**config.mk**
```make
export PLATFORM = sky130hd
export DESIGN_NAME = fetch_unit
export DESIGN_NICKNAME = d
export VERILOG_FILES = /design/src/rtl/fetch_unit.sv
export SDC_FILE = /design/constraint.sdc
export NUM_CORES = 1
export LEC_CHECK = 0
export BUFFER_PORTS_ARGS = -buffer_cell sky130_fd_sc_hd__buf_4
export CORE_ASPECT_RATIO = 0.7
export CORE_MARGIN = 2
export CORE_UTILIZATION = 25
export CTS_CLUSTER_DIAMETER = 120
export DETAILED_ROUTE_END_ITERATION = 8
export GPL_ROUTABILITY_DRIVEN = 1
export GPL_TIMING_DRIVEN = 0
export PLACE_DENSITY = 0.41
export SYNTH_ARGS = -nofsm -noshare
export SYNTH_HDL_FRONTEND = slang
export SYNTH_SLANG_ARGS = --single-unit
export TNS_END_PERCENT = 1
```
**constraint.sdc**
```tcl
create_clock -name clk -period 5.33 [get_ports clk]
set_clock_uncertainty 0.05 [all_clocks]
set_input_delay 1.066 -clock clk [delete_from_list [all_inputs] [get_ports clk]]
set_output_delay 1.066 -clock clk [all_outputs]
set_load 0.02 [all_outputs]
```
**src/rtl/fetch_unit.sv**
```systemverilog
// rtl/fetch_unit.sv - instruction fetch stage: PC, memory address, in-order fetch buffer
// Handles redirects, address-range faults and the end-of-program marker.
module fetch_unit #(
  parameter logic [31:0] RESET_PC   = 32'h0000_3000,
  parameter logic [31:0] INST_BASE  = 32'h0000_3000,
  parameter logic [31:0] INST_LIMIT = 32'h0000_3FFC,
  parameter int          DEPTH      = 4,
  parameter logic [31:0] EOF_WORD   = 32'hFFFF_FFFF
) (
  input  logic        clk,
  input  logic        rst,
  output logic [31:0] inst_addr,
  input  logic [31:0] instr,
  input  logic        redirect_valid,
  input  logic [31:0] redirect_pc,
  output logic        out_valid,
  input  logic        out_ready,
  output logic [31:0] out_instr,
  output logic [31:0] out_pc,
  output logic        fetch_fault,
  output logic        halted
);

  localparam int PW = (DEPTH > 1) ? $clog2(DEPTH) : 1;
  localparam int CW = PW + 1;
  localparam logic [CW-1:0] DEPTH_C = CW'(DEPTH);

  logic [31:0]   pc_q, pc_d;
  logic [31:0]   buf_pc_q [DEPTH];
  logic [31:0]   buf_pc_d [DEPTH];
  logic [31:0]   buf_instr_q [DEPTH];
  logic [31:0]   buf_instr_d [DEPTH];
  logic [PW-1:0] rd_ptr_q, rd_ptr_d;
  logic [PW-1:0] wr_ptr_q, wr_ptr_d;
  logic [CW-1:0] count_q, count_d;
  logic          fault_q, fault_d;
  logic          halted_q, halted_d;

  logic pc_legal;
  logic pop;
  logic attempt;
  logic push;

  assign inst_addr   = pc_q;
  assign out_valid   = (count_q != '0) && !redirect_valid;
  assign out_pc      = buf_pc_q[rd_ptr_q];
  assign out_instr   = buf_instr_q[rd_ptr_q];
  assign fetch_fault = fault_q;
  assign halted      = halted_q;

  // A pop frees a slot in the same cycle, so a full buffer still fetches while draining.
  always_comb begin
    pc_legal = (pc_q >= INST_BASE) && (pc_q <= INST_LIMIT) && (pc_q[1:0] == 2'b00);
    pop      = out_valid && out_ready;
    attempt  = !redirect_valid && !fault_q && !halted_q && ((count_q < DEPTH_C) || pop);
    push     = attempt && pc_legal && (instr != EOF_WORD);
  end

  always_comb begin
    pc_d        = pc_q;
    buf_pc_d    = buf_pc_q;
    buf_instr_d = buf_instr_q;
    rd_ptr_d    = rd_ptr_q;
    wr_ptr_d    = wr_ptr_q;
    count_d     = count_q;
    fault_d     = fault_q;
    halted_d    = halted_q;
    if (redirect_valid) begin
      pc_d     = redirect_pc;
      rd_ptr_d = '0;
      wr_ptr_d = '0;
      count_d  = '0;
      fault_d  = 1'b0;
      halted_d = 1'b0;
    end else begin
      if (attempt && !pc_legal) begin
        fault_d = 1'b1;
      end else if (attempt && (instr == EOF_WORD)) begin
        halted_d = 1'b1;
      end
      if (push) begin
        buf_pc_d[wr_ptr_q]    = pc_q;
        buf_instr_d[wr_ptr_q] = instr;
        wr_ptr_d              = wr_ptr_q + PW'(1);
        pc_d                  = pc_q + 32'd4;
      end
      if (pop) begin
        rd_ptr_d = rd_ptr_q + PW'(1);
      end
      case ({push, pop})
        2'b10:   count_d = count_q + CW'(1);
        2'b01:   count_d = count_q - CW'(1);
        default: count_d = count_q;
      endcase
    end
  end

  always_ff @(posedge clk) begin
    if (rst) begin
      pc_q     <= RESET_PC;
      rd_ptr_q <= '0;
      wr_ptr_q <= '0;
      count_q  <= '0;
      fault_q  <= 1'b0;
      halted_q <= 1'b0;
    end else begin
      pc_q     <= pc_d;
      rd_ptr_q <= rd_ptr_d;
      wr_ptr_q <= wr_ptr_d;
      count_q  <= count_d;
      fault_q  <= fault_d;
      halted_q <= halted_d;
    end
  end

  // Entry storage carries no reset; contents are only observed while count is nonzero.
  always_ff @(posedge clk) begin
    buf_pc_q    <= buf_pc_d;
    buf_instr_q <= buf_instr_d;
  end

endmodule

```
Word level (Yosys, flattened, before mapping)
Index checks and enable logic that the tools add are counted.
{"block": "op_classes", "add_sub_neg": 5, "multipliers": 0, "div": 0, "n_lt_le_gt_ge": 6, "n_eq_ne": 4, "shift": 0, "muxes": 13, "bitwise_logic": 4, "n_reduce_logical": 24}
{"cell": "bitwise mux 128 bit", "count": 2}
{"cell": "2-to-1 mux 32 bit", "count": 7}
{"cell": "binary-select mux 32 bit (select 2 bit)", "count": 2}
{"cell": "demux 32 bit (select 2 bit)", "count": 1}
{"cell": "adder 32 x 3 -> 32 bit, second input constant", "count": 1}
{"cell": "equality test 32 bit, second input constant", "count": 1}
{"cell": ">= comparator 32 x 14 -> 1 bit, second input constant", "count": 1}
{"cell": "less-or-equal comparator 32 x 14 -> 1 bit, second input constant", "count": 1}
{"cell": "!= test 32 bit, second input constant", "count": 1}
{"cell": "logical AND 1 bit", "count": 12}
{"cell": ">= comparator 3 bit, second input constant", "count": 2}
{"cell": "inverter 2 -> 3 bit", "count": 2}
{"cell": "case mux 3 bit (2 select lines)", "count": 1}
{"cell": "adder 2 x 1 -> 2 bit, second input constant", "count": 2}
{"cell": "logical NOT 1 bit", "count": 4}
{"cell": "AND reduction 2 bit", "count": 2}
{"cell": "nonzero test 2 bit", "count": 2}
{"cell": "adder 3 x 1 -> 3 bit, second input constant", "count": 1}
{"cell": "< comparator 3 x 1 -> 1 bit, second input constant", "count": 1}
{"cell": "< comparator 3 bit, second input constant", "count": 1}
{"cell": "nonzero test 3 bit", "count": 1}
{"cell": "subtractor 3 x 1 -> 3 bit, second input constant", "count": 1}
{"cell": "equality test 2 x 1 -> 1 bit, second input constant", "count": 1}
{"cell": "equality test 2 bit, second input constant", "count": 1}
{"cell": "4 further kinds", "count": 5}
{"block": "word_totals", "register_bits": 297, "latch_bits": 0, "ram_bits": 0, "mem_bits_ro": 0, "inputBits": 68, "mem_count": 0}

Logic depth before layout (Yosys ltp)
Gate-level depths: netlist (run 1).
{"block": "logic_depth", "depth_word": 9, "mapped_depth": 11}

Worst setup path after synthesis (run 1)
Ideal clock, no wire load.
{"block": "synth_timing", "kind": "in2reg", "startpoint": "in redirect_valid", "endpoint": "reg buf_instr_q[0] (netlist name), enable pin", "setup_ns": 0.429, "arrival_ns": 3.564, "required_ns": 4.851, "setup_slack_ns": 1.287, "cell_stages": 6, "n_path_buf": 2, "cell_sequence": "nor3_1 o21ai_0 a2111oi_2 buf_4 buf_2 and2_1"}
{"block": "synth_via", "elab_chain_len": 8, "word_cells_on_any_way": 11, "cone_classes": "bitwise (1); reduce/logical (10)"}
{"item": "start: declaration", "line_no": "14", "source": "input logic redirect_valid,"}
{"item": "logical NOT 1 bit", "line_no": "45, 55"}
{"item": "logical AND 1 bit", "line_no": "45", "source": "assign out_valid = (count_q != '0) && !redirect_valid;"}
{"item": "logical AND 1 bit", "line_no": "54", "source": "pop = out_valid && out_ready;"}
{"item": "logical OR 1 bit", "line_no": "55", "source": "attempt = !redirect_valid && !fault_q && !halted_q && ((count_q < DEPTH_C) || pop);"}
{"item": "logical AND 1 bit", "line_no": "55"}
{"item": "logical AND 1 bit (2 in a row)", "line_no": "56", "source": "push = attempt && pc_legal && (instr != EOF_WORD);"}
{"item": "AND reduction 2 bit (no line) *"}
{"item": "end signal: assignment", "line_no": "119", "source": "buf_instr_q <= buf_instr_d;"}
{"item": "end: declaration", "line_no": "31", "source": "logic [31:0] buf_instr_q [DEPTH];"}
Every way passes the cells marked *; elsewhere a longest branch is shown, timed or not.
A chain may end at the register's enable or synchronous reset.

Final worst setup path (run 1)
{"block": "layout_timing", "startpoint": "in instr[3]", "endpoint": "reg count_q[2]"}
{"block": "layout_via", "elab_chain_len": 4, "word_cells_on_any_way": 6, "cone_classes": "eq/ne (3); mux (1); reduce/logical (2)"}
{"item": "start: declaration", "line_no": "13", "source": "input logic [31:0] instr,"}
{"item": "!= test 32 bit *", "line_no": "56"}
{"item": "logical AND 1 bit *", "line_no": "56"}
{"item": "equality test 2 x 1 -> 1 bit or equality test 2 bit (tied branches)", "line_no": "90", "source": "case ({push, pop})"}
{"item": "case mux 3 bit (2 select lines) or nonzero test 2 bit (tied branches)"}
{"item": "end signal: assignment", "line_no": "110", "source": "count_q <= count_d;"}
{"item": "end: declaration", "line_no": "35", "source": "logic [CW-1:0] count_q, count_d;"}
Marked as above.

==> results of run 1 <==
[stage by stage]
| stage | hold slack [ns] | instance area, um^2 |
|---|---|---|
| 6_report | 0.421 | 14200 |
| 2_1_floorplan | 0.415 | 11200 |
| 3_5_place_dp | 0.415 | 13300 |
| 3_3_place_gp | 0.406 | 13200 |
| 5_1_grt | 0.459 | 14200 |
| 4_1_cts | 0.422 | 14200 |
[synth_stat cells (4+ instances only)]
cell type | number | area [um^2]
nand2_1 | 16 | 60.1
nor2_1 | 31 | 116
nor3_1 | 5 | 25.0
a31oi_1 | 7 | 43.8
edfxtp_1 | 256 | 7690
mux4_2 | 64 | 1440
dfxtp_1 | 41 | 821
and2_1 | 5 | 31.3
clkbuf_1 | 13 | 48.8
inv_1 | 13 | 48.8
nand4_1 | 10 | 62.6
a32oi_1 | 4 | 35.0
ha_1 | 7 | 87.6
mux2i_1 | 20 | 200
nand3_1 | 12 | 60.1
a21oi_1 | 9 | 45.0
buf_1 | 7 | 26.3
buf_2 | 5 | 25.0
or3_1 | 6 | 37.5
nor4_1 | 6 | 37.5
[routing by layer]
metal  vias to the layer above  GRT usage, %  wire length [um]
met4                         0          2.19               496
met1                      3055          17.9             13500
met2                       146          18.4             12600
li1                       2710             -                 -
met5                         -             0                 0
met3                        45          2.85              1520
[state kept, by name, indices dropped and copies added, names as in the netlist]
register and flops:
rd_ptr_q 2, halted 1, wr_ptr_q 2, buf_instr_q 128
buf_pc_q 128, inst_addr 32, fetch_fault 1, count_q 3
[kinds of logic (layout without fill, tap and decap cells)]
group | count (synthesis) | in the layout | synth area share, %
AO/OA/AOI/OAI | 34 | 34 | 2.11
flip-flops | 297 | 297 | 76.0
buffers and inverters | 40 | 262 | 1.43
AND/OR/NAND/NOR | 98 | 98 | 4.41
multiplexers | 84 | 84 | 14.7
adder cells (fa/ha/maj) | 8 | 8 | 0.962
XOR/XNOR | 5 | 5 | 0.391
[power by group through the flow]
| stage | registers [uW] | clock network (uW) | logic [uW] |
|---|---|---|---|
| after floorplan | 2630 | 0 | 53.9 |
| after global placement | 2630 | 0 | 179 |
| after detailed placement | 2630 | 0 | 180 |
| after CTS | 2580 | 2060 | 180 |
| after global routing | 2580 | 2140 | 190 |
| final | 2580 | 1970 | 175 |
[area by class of cell]
cell class | instances | area share (%)
buffer | 26 | 0.758
clock buffer | 42 | 5.83
clock inverter | 11 | 0.546
inverter | 14 | 0.370
multi-input combinational | 229 | 17.8
sequential | 297 | 59.9
tap | 594 | 5.23
timing repair buffer | 169 | 9.50
[critical path, cell delays in order]
cell and delay (ns):
buf_4 0.11, nand4_1 0.16, nor4_1 0.88, a2111oi_2 0.23, inv_1 0.26, clkbuf_1 0.50, ha_1 0.29, inv_1 0.06
fa_1 0.37, xor2_1 0.15, or3_1 0.31, a21oi_1 0.17
[cell usage in the layout, fill, tap and decap left out, types with 2 or more instances in the layout]
cell and count:
a32oi_1 4, buf_16 4, a31oi_1 7, buf_4 166, and3_1 2, inv_1 13, and2_4 4, clkinv_2 4
clkbuf_1 23, buf_1 7, o21ai_0 2, nor4_1 6, nand4_1 10, xnor2_1 2, ha_1 7, nor3_1 5
clkbuf_16 31, a21oi_1 9, nand3_1 12, nor2_1 31, clkinv_1 6, xor2_1 3, dfxtp_1 41, a211o_1 2
edfxtp_1 256, nand2_1 16, or3_1 6, buf_2 5, mux4_2 64, a311oi_1 2, mux2i_1 20
[how the worst min path moves through the flow]
stage | end | cells after the start
2_1_floorplan | wr_ptr_q[1] | 2
3_3_place_gp | fetch_fault | 2
3_5_place_dp | fetch_fault | 2
4_1_cts | fetch_fault | 2
5_1_grt | fetch_fault | 2
6_report | fetch_fault | 2
==> run summary, run 1 <==
Pwr Total - 4720 uW
# rows - 64
Share of cells above drive strength 1 - 36.2%
I/O Buffers - 165
CTS resizes - 0
First-pass GRT wire length - 42.4 mm
Vias/cell - 4.31
Die Wd - 257 um
Net Sw Frac - 20.8%
Net Switching - 981 uW
Max-cap violations - 0
Unrepaired setup endpoints after global routing - false
Starting Density - 25.5%
Hold Crit Class - reg2reg
Seq/Total Area, Yosys - 76.0%
First-pass detailed-route iteration total - 5
Worst skew pair latency - 0.56 ns
Register clock-pin slew on the reported worst setup and hold paths - 0.06 ns
Worst Tran Pin Value - 1.09 ns
CTS tree - yes
Hold Startpoint - fetch_fault
Fraction of registers with async set/reset - 0%
Final WS setup - 1.18 ns
Int Pwr - 3740 uW
FF-to-FF Start - inst_addr[24]
Logic gate share of total power - 3.7%
Worst IR Drop VDD - 0.218 mV
Antenna violations before repair - 0
P_leak - 0.00468 uW
Req. time, crit path - 5.76 ns
Yosys reg bits - 297
Ys Warns - 0
Cells after Synth - 566
Wire length per cell - 20.4 um
GP Congestion - 0.683
Area Overhead vs Synth - 26.9%
Die area - 46500 um^2
Area occupied by multi-input gates - 2530 um^2
Pwr dens - 333 nW/um^2
Reg2Reg Depth - 11
Slew Limit Headroom - 27.5%
Root Buffer - clkbuf_16
Outcome - finished, final reports clean
Final-layout fill cell count - 4281
Layout Cells excl Fill - 1382
Clock network power share - 41.7%
Final Cycle Share - 77.8%
Period minus WS final - 4.15 ns
Flop pwr share - 54.5%
Setup TNS - 0 ns
Final setup violation count - 0
Fin. max-slew vios - 0
Util after Layout - 32.3%
Final antenna diode count - 0
CP max FO - 10
Post-CTS Setup Repair Bufs - 0
Fmax - 241 MHz
I/O pins - 167
Initial DRC count - 335
Post-Syn Area - 11200 um^2
Reg area - 8510 um^2
Via Count - 5956
Pre-CTS setup slack - 0.564 ns
Die height - 181 um
Hold-fix buffers, CTS - 0
Setup Crit Path Kind - in2reg
Ys flop type - edfxtp_1
Post-DP HPWL - 18.2 mm
Final Hold Vio Count - 0
Remaining routing DRC violations - 0
Critical path launch point - instr[3]
Nets - 843
Post-synth cell types - 42
Core footprint - 44000 um^2
CP Capture Type - flop
Largest net degree at the start of global routing - 40
Vias in the first global route - 6135
R2R Path End - count_q[2]
CTS Sinks - 297
Worst setup path endpoint - count_q[2]
Grt ovf - 0
CTS Buf Count - 30
Number of nets with antenna violations after routing - 0
Routed wire length - 28.2 mm
Clk buf depth - 3
H-tree levels - 1
R2r setup slk - 1.64 ns
EDFF count, synth - 256
Syn_nets - 642
Placed insts - 1329
Synthesized area per cell - 19.8 um^2
Worst Setup Start Kind - input port
Total Routing Usage GR - 12.2%
CP arrival - 4.58 ns
Note: power is estimated with default switching activity, not from simulation.
==> run 2, diff against run 1 <==
PLACE_DENSITY = 0.43   (was 0.41)
clock period = 3.56 ns   (was 5.33 ns; I/O delays follow)
==> run 2 against run 1 <==
  * Wire length grew 4.2%
  * Core utilization grew 0.54 points
  * Sequential power grew 50%
  * Sequential share of layout area shrank 0.99 points
  * Combinational power grew 53%
  * Global-route usage grew 0.46 points
  * Flip-flop and latch count is the same
  * Count of clock-buffer cells in the layout grew 7
  * Cell area grew 1.7%
  * Via count grew 1.2%
==> run summary, run 2 (synthesis gave the netlist of run 1 again) <==
Pwr Total - 7460 uW
Worst Setup Start Kind - flop
Final WS setup - 0.249 ns
Period minus WS final - 3.31 ns
Worst Path Buf+Inv - 3
Slew Limit Headroom - 32.7%
Final-layout fill cell count - 4278
Hold slack - 0.323 ns
First-pass GRT wire length - 43.9 mm
Largest net degree at the start of global routing - 39
Vias in the first global route - 6427
Post-DP HPWL - 18.3 mm
P_leak - 0.00480 uW
Hold Startpoint - instr[21]
Antenna violations before repair - 0
Nets - 848
Wire length per cell - 21.1 um
GP Congestion - 0.705
Final Hold Vio Count - 0
R2r setup slk - 0.27 ns
Die Wd - 257 um
FF-to-FF Start - inst_addr[16]
Share of cells above drive strength 1 - 38.3%
Remaining routing DRC violations - 0
Flop pwr share - 51.7%
Req. time, crit path - 2.80 ns
Final setup violation count - 0
Area Overhead vs Synth - 29.0%
CP Capture Type - output port
I/O pins - 167
Logic gate share of total power - 3.6%
Max-cap violations - 0
Final antenna diode count - 0
First-pass detailed-route iteration total - 4
Worst Tran Pin Value - 1.01 ns
CTS tree - yes
Via Count - 6029
H-tree levels - 1
Root Buffer - clkbuf_16
Hold-fix buffers, CTS - 0
Worst skew pair latency - 0.56 ns
Worst IR Drop VDD - 0.382 mV
Initial DRC count - 397
# rows - 64
Starting Density - 25.5%
Slowest cell on the critical path - buf_1
WHS Path Cells - 1
Fin. max-slew vios - 0
CTS Sinks - 297
Setup Crit Path Kind - reg2out
Fmax - 302 MHz
Unrepaired setup endpoints after global routing - false
Routed wire length - 29.4 mm
Clk buf depth - 3
Pwr dens - 517 nW/um^2
Die area - 46500 um^2
Area occupied by multi-input gates - 2600 um^2
CP max FO - 10
R2R Path End - buf_instr_q[105]
CP Cell Sequence - clkbuf_2 -> buf_1 -> mux4_2 -> buf_4
Int Pwr - 5950 uW
Most frequent cells in the layout - edfxtp_1, buf_4, mux4_2, dfxtp_1
Critical Path Max Stage Delay - 0.66 ns
Number of nets with antenna violations after routing - 0
Reg2Reg Depth - 8
I/O Buffers - 165
Register clock-pin slew on the reported worst setup and hold paths - 0.06 ns
Pre-CTS setup slack - -1.01 ns
Setup TNS - 0 ns
Net Switching - 1510 uW
CTS Buf Count - 31
Most common cell after layout, fill and taps aside - edfxtp_1
Levels on crit path - 4
Clock network power share - 44.7%
Final Cycle Share - 93.0%
Outcome - finished, final reports clean
Hold Crit Class - in2reg
Net Sw Frac - 20.3%
Core footprint - 44000 um^2
Reg area - 8510 um^2
Grt ovf - 0
Cell family with most CP delay - buffers and inverters
CP arrival - 2.55 ns
Die height - 181 um
Total Routing Usage GR - 12.6%
Hold endpoint - buf_instr_q[117]
Vias/cell - 4.34
run 2: cell types whose count changed in the layout (fill, tap and decap cells not counted), moves of 2 or more:
| cell | previous run | this run |
|---|---|---|
| and2_2 | 0 | 4 |
| nor4_2 | 0 | 2 |
| buf_4 | 166 | 169 |
| clkbuf_1 | 23 | 19 |
| nor4_1 | 6 | 3 |
| bufinv_16 | 1 | 3 |
| clkinv_1 | 6 | 2 |
| clkbuf_8 | 1 | 10 |
run 2: power by group through the flow:
stage	logic, uW	registers [uW]	clock network [uW]
2_1_floorplan	80.8	3940	0
3_3_place_gp	267	3930	0
3_5_place_dp	269	3930	0
4_1_cts	274	3860	3460
5_1_grt	292	3860	3580
6_report	268	3860	3340
run 2: final cells by class:
class                           instances  area share, %
Timing Repair Buffer                  170           9.40
Multi-Input combinational cell        233           18.0
Tap cell                              594           5.15
Clock buffer                           49           6.54
Clock inverter                          8          0.815
Sequential cell                       297           58.9
Buffer                                 25          0.771
Inverter                               14          0.364
run 2: what timing repair did:
action                     4_1_cts  5_1_grt
setup endpoints to repair      317       95
gates resized for setup         12        0
buffers inserted                 0        1
pin swaps                        5        1
gates cloned                     4        0
run 2: worst max path at each step:
stage / from / end / slack (ns)
CTS: inst_addr[24] / count_q[2] / 0.02
global route: rd_ptr_q[0] / out_instr[30] / 0.009
global placement: inst_addr[24] / buf_instr_q[41] / -2.63
floorplan: inst_addr[12] / buf_instr_q[32] / -0.21
finish: rd_ptr_q[1] / out_pc[12] / 0.25
detailed placement: instr[2] / count_q[2] / -1.01
run 2: stage by stage:
| stage | utilization, % | std cells | area (um^2) |
|---|---|---|---|
| 4_1_cts | 32.8 | 1390 | 14400 |
| 2_1_floorplan | - | 566 | 11200 |
| 3_5_place_dp | 30.2 | 1329 | 13300 |
| 6_report | 32.8 | 1390 | 14400 |
| 3_3_place_gp | 30.0 | 1325 | 13200 |
| 5_1_grt | 32.8 | 1390 | 14400 |
run 2: routing by layer:
metal	vias up	part of all wire (%)	global-route usage, %
met5	-	0	0
met4	0	1.6	2.09
met3	37	6.1	3.06
met2	168	45	19.6
met1	3106	47	18.2
li1	2718	-	-
==> run 3, diff against run 2 <==
ABC_AREA = 1   (was not set)
==> run 3 against run 2 <==
  * Flip-flop and latch count unchanged
  * Worst hold slack worse by 0.018 ns
  * Critical path depth is 2 higher
  * Sequential share of layout area fell by 1.9 points
  * Combinational power up 11%
  * Area after synthesis rose by 4.6%
  * Via count grew 32%
  * Worst setup slack worse by 0.082 ns
  * Wire length up 22%
  * Cell area rose by 3.3%
==> run summary, run 3 <==
Outcome - finished, final reports clean
Grt ovf - 0
Wire length per cell - 19.8 um
Levels on crit path - 6
Seq/Total Area, Yosys - 72.7%
Pwr dens - 490 nW/um^2
Number of nets with antenna violations after routing - 0
Core footprint - 46300 um^2
Nets - 1247
Register clock-pin slew on the reported worst setup and hold paths - 0.06 ns
Unrepaired setup endpoints after global routing - true
Vias/cell - 4.41
Area Overhead vs Synth - 27.4%
Count leader, synth - edfxtp_1
Net Sw Frac - 21.4%
EDFF count, synth - 256
Synth area leaders - edfxtp_1, dfxtp_1, o21ai_0
Routed wire length - 35.9 mm
Remaining routing DRC violations - 0
# rows - 66
Final Cycle Share - 95.3%
R2R Path End - buf_instr_q[113]
Reg area - 8510 um^2
First-pass detailed-route iteration total - 4
Share of cells above drive strength 1 - 22.1%
Fmax - 295 MHz
Post-synth top area cell - edfxtp_1
Post-CTS Setup Repair Bufs - 0
Post-synth cell types - 31
Worst Tran Pin Value - 0.908 ns
Period minus WS final - 3.39 ns
Starting Density - 25.3%
Logic gate share of total power - 4.1%
CTS Sinks - 297
I/O Buffers - 166
R2r setup slk - 0.66 ns
Die area - 48600 um^2
Die height - 185 um
Final Hold Vio Count - 0
Initial DRC count - 510
Antenna violations before repair - 2
Hold Crit Class - in2reg
Final WS setup - 0.167 ns
Cells after Synth - 963
Die Wd - 263 um
Slew Limit Headroom - 39.4%
GP Congestion - 0.733
Most common cell after layout, fill and taps aside - edfxtp_1
Most frequent cells in the layout - edfxtp_1, nor2_1, buf_4, o21ai_0, nand2_1
Critical path launch point - rd_ptr_q[0]
Top cell type's share of synthesized area - 65.7%
Worst Path Buf+Inv - 4
Fraction of registers with async set/reset - 0%
Total Routing Usage GR - 14.5%
Worst IR Drop VDD - 0.314 mV
Worst setup path endpoint - out_instr[22]
Setup Crit Path Kind - reg2out
Post-Syn Area - 11700 um^2
Pre-CTS setup slack - 0.0842 ns
CTS tree - yes
CP Cell Sequence - buf_2 -> clkbuf_1 -> buf_2 -> nor2_1 -> o22ai_1 -> buf_4
Req. time, crit path - 2.80 ns
Top cell by count, worst path - buf_2
Area occupied by multi-input gates - 2850 um^2
First-pass GRT wire length - 52.5 mm
Cell family with most CP delay - buffers and inverters
Critical Path Max Stage Delay - 0.45 ns
Flop pwr share - 52.7%
Fin. max-slew vios - 0
Reg2Reg Depth - 9
Yosys reg bits - 297
Max-cap violations - 0
CP max FO - 10
CP arrival - 2.63 ns
Int Pwr - 5750 uW
CTS Buf Count - 31
Final setup violation count - 0
Largest net degree at the start of global routing - 28
Net Switching - 1570 uW
Ys flop type - edfxtp_1
Root Buffer - clkbuf_16
Clock network power share - 43.2%
Vias in the first global route - 7839
Final-layout fill cell count - 4734
Util after Layout - 32.2%
Synth top cells by count - edfxtp_1, nor2_1, o21ai_0
P_leak - 0.00522 uW
CP Capture Type - output port
Worst Setup Start Kind - flop
Syn_nets - 1039
Worst skew pair latency - 0.58 ns
H-tree levels - 1
Post-DP HPWL - 23.9 mm
Via Count - 7978
Slowest cell on the critical path - clkbuf_1
Synthesized area per cell - 12.2 um^2
FF-to-FF Start - inst_addr[0]
Ys Warns - 0
Clk buf depth - 3
I/O pins - 167
-- run 3: cell types whose count changed in the layout (fill, tap and decap cells not counted), moves of 10 or more --
cell	delta
nor2_1	+139
o21ai_0	+139
nand2_1	+66
mux4_2	-64
o22ai_1	+64
nand3_1	+30
clkbuf_1	+26
a21oi_1	+21
mux2i_1	-19
inv_1	+18
clkbuf_8	-10
-- run 3: cell families (layout without fill, tap and decap cells) --
family | count (synthesis) | in the layout | synth area share (%)
AO/OA/AOI/OAI | 245 | 245 | 11.5
XOR/XNOR | 6 | 6 | 0.449
adder cells (fa/ha/maj) | 8 | 8 | 0.919
buffers and inverters | 90 | 322 | 3.22
flip-flops | 297 | 297 | 72.7
multiplexers | 1 | 1 | 0.0855
other | 0 | 2 | 0
AND/OR/NAND/NOR | 316 | 316 | 11.2
-- run 3: through the flow --
stage	cell area, um^2	cells	setup TNS (ns)	hold slack (ns)	power [uW]
5_1_grt	14900	1809	-0.0752	0.282	7560
2_1_floorplan	11700	963	-6.83	0.413	4040
3_3_place_gp	13700	1741	-498.69	0.430	4230
4_1_cts	14900	1807	0	0.268	7410
3_5_place_dp	13900	1750	0	0.432	4230
6_report	14900	1809	0	0.305	7310
-- run 3: what timing repair did --
item / 4_1_cts / 5_1_grt
endpoints found under the setup margin: 10 / 28
hold buffers: 0 / 0
resized for setup: 4 / 6
-- run 3: power groups by stage --
stage	logic, uW	clock network (uW)	registers, uW
floorplan	108	0	3930
global placement	299	0	3930
detailed placement	302	0	3930
CTS	303	3250	3860
global route	330	3370	3860
finish	298	3160	3860
-- run 3: routing by layer --
metal	global-route usage [%]	vias to the layer above	routed length (um)
met5	0	-	0
met4	3.15	0	652
met2	22.7	173	16100
met1	20.9	3871	17600
li1	-	3892	-
met3	2.75	42	1580
-- run 3: how the worst min path moves through the flow --
| stage | start | end | slack (ns) | cells after the start |
|---|---|---|---|---|
| floorplan | wr_ptr_q[0] | wr_ptr_q[0] | 0.41 | 1 |
| global placement | fetch_fault | fetch_fault | 0.43 | 2 |
| detailed placement | fetch_fault | fetch_fault | 0.43 | 2 |
| CTS | instr[25] | buf_instr_q[25] | 0.27 | 1 |
| global route | instr[27] | buf_instr_q[59] | 0.28 | 1 |
| finish | redirect_pc[12] | inst_addr[12] | 0.30 | 3 |
-- run 3: final cells by class --
type	count	share of cell area [%]
plain buffers	56	1.74
clock inverters	14	0.965
repair buffers	175	9.61
inverters	34	0.856
multi-input cells	576	19.1
flip-flops and latches	297	57.0
well taps	612	5.13
diodes	2	0.0336
clock buffers	43	5.50
-- run 3: worst min-delay path, cell delays in order --
cell and delay (ns):
buf_4 0.08, a21oi_1 0.05, nand2_1 0.05
